===== src/rtl/render_fb_writer.sv =====
// Pixel-stream responder for the 3D-region frame buffer: windowing, RGB444 packing,
// linear addressing with the cylinder-region x shift, and a small write FIFO with backpressure.
module render_fb_writer #(
    parameter int START_X       = 390,
    parameter int START_Y       = 390,
    parameter int END_X         = 634,
    parameter int END_Y         = 765,
    parameter int REGION_DIVIDE = 530,
    parameter int CYL_X_SHIFT   = 2,
    parameter int FIFO_DEPTH    = 4,
    parameter int ADDR_W        = 17
) (
    input  logic              clk_in,
    input  logic              rst_in,
    input  logic [23:0]       pixel_axis_tdata,
    input  logic              pixel_axis_tvalid,
    output logic              pixel_axis_tready,
    input  logic [10:0]       hcount_in,
    input  logic [9:0]        vcount_in,
    input  logic              fb_stall_in,
    output logic              fb_we_out,
    output logic [ADDR_W-1:0] fb_addr_out,
    output logic [11:0]       fb_data_out,
    output logic              frame_done_out,
    output logic [7:0]        frame_count_out,
    output logic [7:0]        drop_count_out,
    output logic [2:0]        fifo_level_out
);

    localparam int PTR_W = $clog2(FIFO_DEPTH);
    localparam int LVL_W = PTR_W + 1;
    localparam int W     = END_X - START_X;
    localparam int H     = END_Y - START_Y;

    localparam logic signed [11:0] SX_S  = 12'(START_X);
    localparam logic signed [11:0] SY_S  = 12'(START_Y);
    localparam logic signed [11:0] W_S   = 12'(W);
    localparam logic signed [11:0] H_S   = 12'(H);
    localparam logic signed [11:0] CYL_S = 12'(CYL_X_SHIFT);
    localparam logic [9:0]         VDIV  = 10'(REGION_DIVIDE);

    typedef struct packed {
        logic [ADDR_W-1:0] addr;
        logic [11:0]       data;
        logic              last;
    } entry_t;

    function automatic logic [11:0] pack444(input logic [23:0] rgb);
        return {rgb[23:20], rgb[15:12], rgb[7:4]};
    endfunction

    function automatic logic [7:0] sat_inc8(input logic [7:0] v);
        return (v == 8'hFF) ? v : v + 8'd1;
    endfunction

    // Coordinate mapping on the incoming beat
    logic signed [11:0] shift_s, x_s, y_s;
    logic               in_win_c, last_c;
    logic [ADDR_W-1:0]  addr_c;

    always_comb begin
        shift_s  = (vcount_in < VDIV) ? CYL_S : 12'sd0;
        x_s      = $signed({1'b0, hcount_in}) - SX_S - shift_s;
        y_s      = $signed({2'b00, vcount_in}) - SY_S;
        in_win_c = (x_s >= 12'sd0) && (x_s < W_S) && (y_s >= 12'sd0) && (y_s < H_S);
        last_c   = (x_s == W_S - 12'sd1) && (y_s == H_S - 12'sd1);
        addr_c   = ADDR_W'($unsigned(y_s)) * ADDR_W'(W) + ADDR_W'($unsigned(x_s));
    end

    logic                 rdy_en_q, rdy_en_d;
    logic                 s1_vld_q, s1_vld_d;
    logic                 s1_win_q, s1_win_d;
    entry_t               s1_ent_q, s1_ent_d;
    entry_t               mem_q [FIFO_DEPTH];
    entry_t               rd_ent;
    logic [PTR_W-1:0]     wr_ptr_q, wr_ptr_d, rd_ptr_q, rd_ptr_d;
    logic [LVL_W-1:0]     level_q, level_d;
    logic                 we_q, we_d, done_q, done_d;
    logic [ADDR_W-1:0]    addr_q, addr_d;
    logic [11:0]          data_q, data_d;
    logic [7:0]           fc_q, fc_d, drop_q, drop_d;
    logic                 accept, push, pop;

    // Ready looks only at registered occupancy so it never depends on tvalid
    assign pixel_axis_tready = rdy_en_q &&
                               ((level_q + LVL_W'(s1_vld_q)) < LVL_W'(FIFO_DEPTH));
    assign accept = pixel_axis_tvalid && pixel_axis_tready;
    assign push   = s1_vld_q && s1_win_q;
    assign pop    = (level_q != '0) && !fb_stall_in;
    assign rd_ent = mem_q[rd_ptr_q];

    always_comb begin
        rdy_en_d = 1'b1;
        s1_vld_d = accept;
        s1_win_d = s1_win_q;
        s1_ent_d = s1_ent_q;
        if (accept) begin
            s1_win_d = in_win_c;
            s1_ent_d = '{addr: addr_c, data: pack444(pixel_axis_tdata), last: last_c};
        end
        wr_ptr_d = push ? wr_ptr_q + PTR_W'(1) : wr_ptr_q;
        rd_ptr_d = pop  ? rd_ptr_q + PTR_W'(1) : rd_ptr_q;
        case ({push, pop})
            2'b10:   level_d = level_q + LVL_W'(1);
            2'b01:   level_d = level_q - LVL_W'(1);
            default: level_d = level_q;
        endcase
        drop_d = (s1_vld_q && !s1_win_q) ? sat_inc8(drop_q) : drop_q;
        we_d   = pop;
        addr_d = pop ? rd_ent.addr : addr_q;
        data_d = pop ? rd_ent.data : data_q;
        done_d = pop && rd_ent.last;
        fc_d   = done_d ? fc_q + 8'd1 : fc_q;
    end

    // Stage 1 register and FIFO/output control state
    always_ff @(posedge clk_in or posedge rst_in) begin
        if (rst_in) begin
            rdy_en_q <= 1'b0;
            s1_vld_q <= 1'b0;
            wr_ptr_q <= '0;
            rd_ptr_q <= '0;
            level_q  <= '0;
            we_q     <= 1'b0;
            addr_q   <= '0;
            data_q   <= '0;
            done_q   <= 1'b0;
            fc_q     <= '0;
            drop_q   <= '0;
        end else begin
            rdy_en_q <= rdy_en_d;
            s1_vld_q <= s1_vld_d;
            wr_ptr_q <= wr_ptr_d;
            rd_ptr_q <= rd_ptr_d;
            level_q  <= level_d;
            we_q     <= we_d;
            addr_q   <= addr_d;
            data_q   <= data_d;
            done_q   <= done_d;
            fc_q     <= fc_d;
            drop_q   <= drop_d;
        end
    end

    // Datapath storage carries no reset; validity comes from s1_vld_q and the pointers
    always_ff @(posedge clk_in) begin
        s1_win_q <= s1_win_d;
        s1_ent_q <= s1_ent_d;
        if (push) mem_q[wr_ptr_q] <= s1_ent_q;
    end

    assign fb_we_out       = we_q;
    assign fb_addr_out     = addr_q;
    assign fb_data_out     = data_q;
    assign frame_done_out  = done_q;
    assign frame_count_out = fc_q;
    assign drop_count_out  = drop_q;
    assign fifo_level_out  = 3'(level_q);

endmodule


===== config.mk =====
export PLATFORM = sky130hd
export DESIGN_NAME = render_fb_writer
export DESIGN_NICKNAME = d
export VERILOG_FILES = /design/src/rtl/render_fb_writer.sv
export SDC_FILE = /design/constraint.sdc
export NUM_CORES = 1
export LEC_CHECK = 0
export CAP_MARGIN = 20
export CORE_MARGIN = 4
export CORE_UTILIZATION = 45
export CTS_BUF_LIST = sky130_fd_sc_hd__clkbuf_4
export DETAILED_ROUTE_END_ITERATION = 10
export GPL_TIMING_DRIVEN = 0
export PLACE_DENSITY = 0.65
export SKIP_CTS_REPAIR_TIMING = 1
export SYNTH_ARGS = -nofsm -noshare
export SYNTH_HDL_FRONTEND = slang
export SYNTH_SLANG_ARGS = --single-unit
export TNS_END_PERCENT = 30

===== constraint.sdc =====
create_clock -name clk_in -period 2.91 [get_ports clk_in]
set_input_delay 0.291 -clock clk_in [delete_from_list [all_inputs] [get_ports clk_in]]
set_output_delay 0.291 -clock clk_in [all_outputs]
set_load 0.1 [all_outputs]

# --- Word level (Yosys, flattened, before mapping) ---
# Memory sizes are Yosys's and may differ from the RTL's.
# Index checks and enable logic that the tools add are counted.
# Widths: inputs -> output; s select.
totals:
  inputBits: 49
  mem_bits_rw: 120
  ff_bits: 87
  output_inout_bits: 51
  word_cells: 59
  mem_count: 1
mem_list:
  columns: ["memory", "words", "word_bits", "read_ports", "rd_clocked_by_memory_dff", "wr", "line", "text"]
  rows:
  - ["mem_q", 4, 30, 1, 0, 1, "74", "entry_t mem_q [FIFO_DEPTH];"]
classes:
  multipliers: 1
  mux: 4
  eq_ne: 5
  magnitude_cmp: 6
  bitwise: 1
  n_reduce_logical: 15
  n_addsub: 11
op_table:
  columns: ["operator", "count"]
  rows:
  - ["$add 17x12->17", 1]
  - ["$add 8x1->8 const B", 2]
  - ["$mul 12x6->15 const B", 1]
  - ["$eq 12x9->1 const B", 1]
  - ["$ge 12x1->1 const B", 1]
  - ["$lt 12x9->1 const B", 1]
  - ["$sub 11x9->12 const B", 1]
  - ["$sub 12x3->12", 1]
  - ["$eq 11x10->1 const B", 1]
  - ["$ge 11x1->1 const B", 1]
  - ["$lt 11x10->1 const B", 1]
  - ["$sub 10x9->11 const B", 1]
  - ["$logic_and 1x1->1", 10]
  - ["$lt 10x10->1 const B", 1]
  - ["$eq 8x8->1 const B", 1]
  - ["$pmux 3 s2", 1]
  - ["$add 2x1->2 const B", 2]
  - ["$add 3x1->3", 1]
  - ["$add 3x1->3 const B", 1]
  - ["$lt 3x3->1 const B", 1]
  - ["$reduce_bool 3->1", 1]
  - ["$sub 3x1->3 const B", 1]
  - ["$eq 2x1->1 const B", 1]
  - ["$eq 2x2->1 const B", 1]
  - ["6 further kinds", 8]

# --- Logic depth before layout (Yosys ltp) ---
logic_depth:
  depth_word: 7
  ltp_mapped: 21
  mapped_depth_nobuf: 21

# --- Worst setup path after synthesis ---
# Ideal clock, no wire load.
synth_timing:
  path_kind: "input port to flip-flop"
  startpoint: "in vcount_in[4]"
  endpoint: "reg s1_ent_q[27] (netlist name), data pin"
  n_path_buf: 1
  arrival_ns: 4.628
  slack_ns: -1.979
  t_required_ns: 2.650
  path_stages: 21
  setup_time_ns: 0.260
  cell_sequence: "buf_6 or4_4 nor2_1 xnor2_1 inv_1 xnor2_1 fa_1 inv_1 fa_1 inv_1 ha_1 o21a_1 o31a_1 a21oi_1 ha_1 a21o_1 a21oi_1 nand2_1 o21a_1 a32oi_1 a21oi_1"
synth_between:
  elab_chain_cells: 4
  elab_cells_between_ends: 6
  classes_between: "3 x add/sub; 1 x mul; 1 x order compare; 1 x mux"
synth_rtl:
  columns: ["element", "line", "text"]
  rows:
  - ["start: declaration", "19", "input logic [9:0] vcount_in,"]
  - ["parallel branches: the longest is 3 deep, another holds $mul 12x6->15", null, null]
  - ["$add 17x12->17 *", "67", "addr_c = ADDR_W'($unsigned(y_s)) * ADDR_W'(W) + ADDR_W'($unsigned(x_s));"]
  - ["named net addr_c[14]", "59", "logic [ADDR_W-1:0] addr_c;"]
  - ["end signal: assignment", "148", "s1_ent_q <= s1_ent_d;"]
  - ["end: declaration", "73", "entry_t s1_ent_q, s1_ent_d;"]
# Mark *: on every way through the listed nets, which the timed path passes.
# A chain may end at the register's enable or synchronous reset.

# --- Final worst setup path ---
# Ends and elaborated chain as after synthesis.

==> flow_summary.yaml <==
timing:
  finalWorstSetupSlack_ps: -1360
  holdWs_ps: 221
  final-max-slew-violation-count: 0
  finalSetupViolations: 12
  hold_violations: 0
  finalCriticalPeriod_ps: 4270
  max_freq_ghz: 0.234
  worstMarginPinSlew_ps: 979
  finClkSkew_ps: 22.5
  rsz0062_at_grt: "yes"
  slew_headroom_pct: 34.5
  fin_crit_sh_pct: 147
clocking:
  htreeDepth: 2
  worstSkewPairLatency_ps: 620
  clk_pin_slew_ps: 60
  clock_path_buffers: 3
  cts_buffers: 49
  root_buffer: "clkbuf_4"
  cts_tree: "built"
  cts.sinks: 207
setup_path:
  cpPeakStageDelay_ps: 590
  cp_num_buf_inv: 4
  cp.arrival_ps: 4620
  worst_path_max_delay_cell: "or4_4"
  critical_path.max_fanout: 6
  path_cells: "buf_12, or4_4, o21ai_4, xor2_4, inv_4, xnor2_2, fa_1, inv_1, fa_1, inv_2, ha_4, o21a_1, o31a_1, a21oi_2, ha_1, a21o_1, a21oi_2, nand2_1, o21a_4, a32oi_2, a21oi_1"
  startpoint_type: "input port"
  end_kind: "register"
  setup.worst_path.class: "input port to register"
  crit_family: "adder cells"
  worstPathRequired_ps: 3260
outcome:
  status: "finished, violations left"
  violations: "DRC, setup timing"
place:
  hpwl_mm: 13.2
  gp_congestion: 0.863
  post_dp_cell_area_um2: 11500
  numPortBuffers: 84
run:
  maxCapViolations: 0
yosys:
  yosys_warnings: 0
  yosysUniqueCellTypes: 61
  synth_edf_count: 151
  async_flop_share_pct: 27.1
  seq_area_frac_synth_pct: 58.7
  synth_fp_nets: 798
  synth.ff_latch_count: 207
  synth_ff_type: "edfxtp_1"
  synthCells: 674
  synth_area_um2: 10100
  syn_avg_cell_area_um2: 15.0
detailed_routing:
  vias: 5908
  first_iter_violations: 241
  avgRoutedWirePerCell_um: 16.5
  drcViolationCount: 1
  ant_nets: 0
  drt-vias-per-instance: 5.10
  drt-total-wl_mm: 19.1
  drtPass1Iterations: 9
floorplanning:
  die_w_um: 158
  fp.coreArea_um2: 22000
  die_h_um: 158
  die_area_um2: 24900
  start_util_pct: 46.1
  io_pins: 100
  rows: 54
final_layout:
  fin_util_pct: 56.9
  final_common_cell: "edfxtp_1"
  nets: 963
  postLayoutCellArea_um2: 12500
  layout_common_cells: "151 x edfxtp_1, 79 x clkbuf_4, 76 x clkdlybuf4s50_1, 66 x inv_1, 56 x dfrtp_1"
  drive_gt1_share_pct: 28.6
  area_growth_pct: 23.6
power:
  p_leak_nw: 4.91
  swShare_pct: 43.4
  intPower_mw: 8.31
  switching_power_mw: 6.36
  ir_drop_mv: 0.634
  p_per_area_nw_per_um2: 1170
  p_comb_share_pct: 55.0
  clkPwrFrac_pct: 15.6
  pwr-share-seq_pct: 29.4
grt:
  grt_max_degree: 41
  grt_pass1_wl_mm: 31.1
  grt_pass1_vias: 6302
  track_usage_pct: 15.7
  antenna_found_initial: 1
  overflow: 0
worst_hold_path:
  holdCritPathClass: "input port to register"
-- Yosys cell counts, drive strengths merged, types with 3 or more instances --
cell	instances	area (um2)
o21a	6	45.0
o211ai	3	22.5
inv	73	277
nand2b	4	25.0
dfrtp	56	1400
edfxtp	151	4530
xnor2	50	438
buf	6	41.3
mux2	32	360
clkbuf	8	30.0
mux2i	3	30.0
or4	3	27.5
nand4	8	50.1
nor2	15	56.3
ha	53	663
nor3	5	25.0
fa	22	440
a21oi	19	98.9
and2	4	25.0
nand2	26	97.6
and3	13	81.3
nand3	4	20.0
mux4	30	676
xor2	20	194
a21o	6	45.0
nor2b	6	37.5
o21ai	17	108
-- final timing paths --
check / start / to / slack [ps] / depth (start not counted)
worst min-delay path: vcount_in[1] / s1_ent_q[16]$_DFFE_PP_ / 220 / 3
min in group asynchronous: rst_in / fb_addr_out[12]$_DFFE_PP0P_ / 560 / 3
max in group asynchronous: rst_in / fb_addr_out[16]$_DFFE_PP0P_ / 1810 / 4
worst max register to register: fifo_level_out[0]$_DFFE_PP0P_ / fifo_level_out[2]$_DFFE_PP0P_ / 390 / 9
worst min register to register: frame_count_out[7]$_DFFE_PP0P_ / frame_count_out[7]$_DFFE_PP0P_ / 480 / 1
worst max-delay path: vcount_in[4] / s1_ent_q[27]$_DFFE_PP_ / -1360 / 21
-- kinds of logic after synthesis --
family | Yosys count | synth area share, %
DFF | 207 | 58.7
other | 1 | 0.0371
xor gates and xnor gates | 71 | 6.47
AOI/OAI and AO/OA | 65 | 4.38
buffers and inverters | 88 | 3.48
and+or+nand+nor | 100 | 5.30
muxes | 65 | 10.5
adders and majority gates | 77 | 11.1
-- power groups by stage --
stage | clock, mW | combinational [mW] | sequential (mW)
final | 2.29 | 8.06 | 4.31
after global routing | 2.54 | 8.71 | 4.38
after CTS | 2.38 | 7.56 | 4.32
after detailed placement | 0 | 7.54 | 4.38
after global placement | 0 | 7.40 | 4.34
after floorplan | 0 | 3.80 | 6.47
-- per-stage QoR --
stage               setup TNS, ps  std cells  total power [mW]  setup slack (ps)
detailed placement         -33850       1039              11.9             -3030
floorplan                  -14640        674              10.3             -1800
finish                      -9500       1159              14.7             -1360
global route               -10930       1159              15.6             -1460
CTS                        -22530       1129              14.3             -2340
global placement           -32570       1038              11.7             -2900
-- sequential cells by signal, summed over array words and instances (netlist names) --
| register | flops |
|---|---|
| rdy_en_q | 1 |
| rd_ptr_q | 2 |
| fb_data_out | 12 |
| mem_q | 120 |
| drop_count_out | 8 |
| s1_vld_q | 1 |
| s1_win_q | 1 |
| wr_ptr_q | 2 |
| s1_ent_q | 30 |
| frame_done_out | 1 |
| fb_we_out | 1 |
| frame_count_out | 8 |
| fifo_level_out | 3 |
| fb_addr_out | 17 |
-- routing by layer --
| metal | GRT usage [%] | routed length, um |
|---|---|---|
| met1 | 18.9 | 7740 |
| met2 | 28.6 | 10100 |
| met3 | 2.90 | 912 |
| met4 | 5.24 | 295 |
| met5 | 0 | 0 |
-- layout make-up --
cell class,count,area (um2)
fillers,1728,9460
repair buffers,114,1080
clock inverters,11,43.8
clock buffers,79,593
diodes,1,2.50
flip-flops and latches,207,5940
plain buffers,14,81.3
well taps,280,350
multi-input cells,379,4140
inverters,74,280
-- tightest hold or removal path, delay by kind of cell --
kind       cells  cell delay (ps)
buf+inv        2              190
fa+ha+maj      1              180
Power figures use the tool's default switching activity.
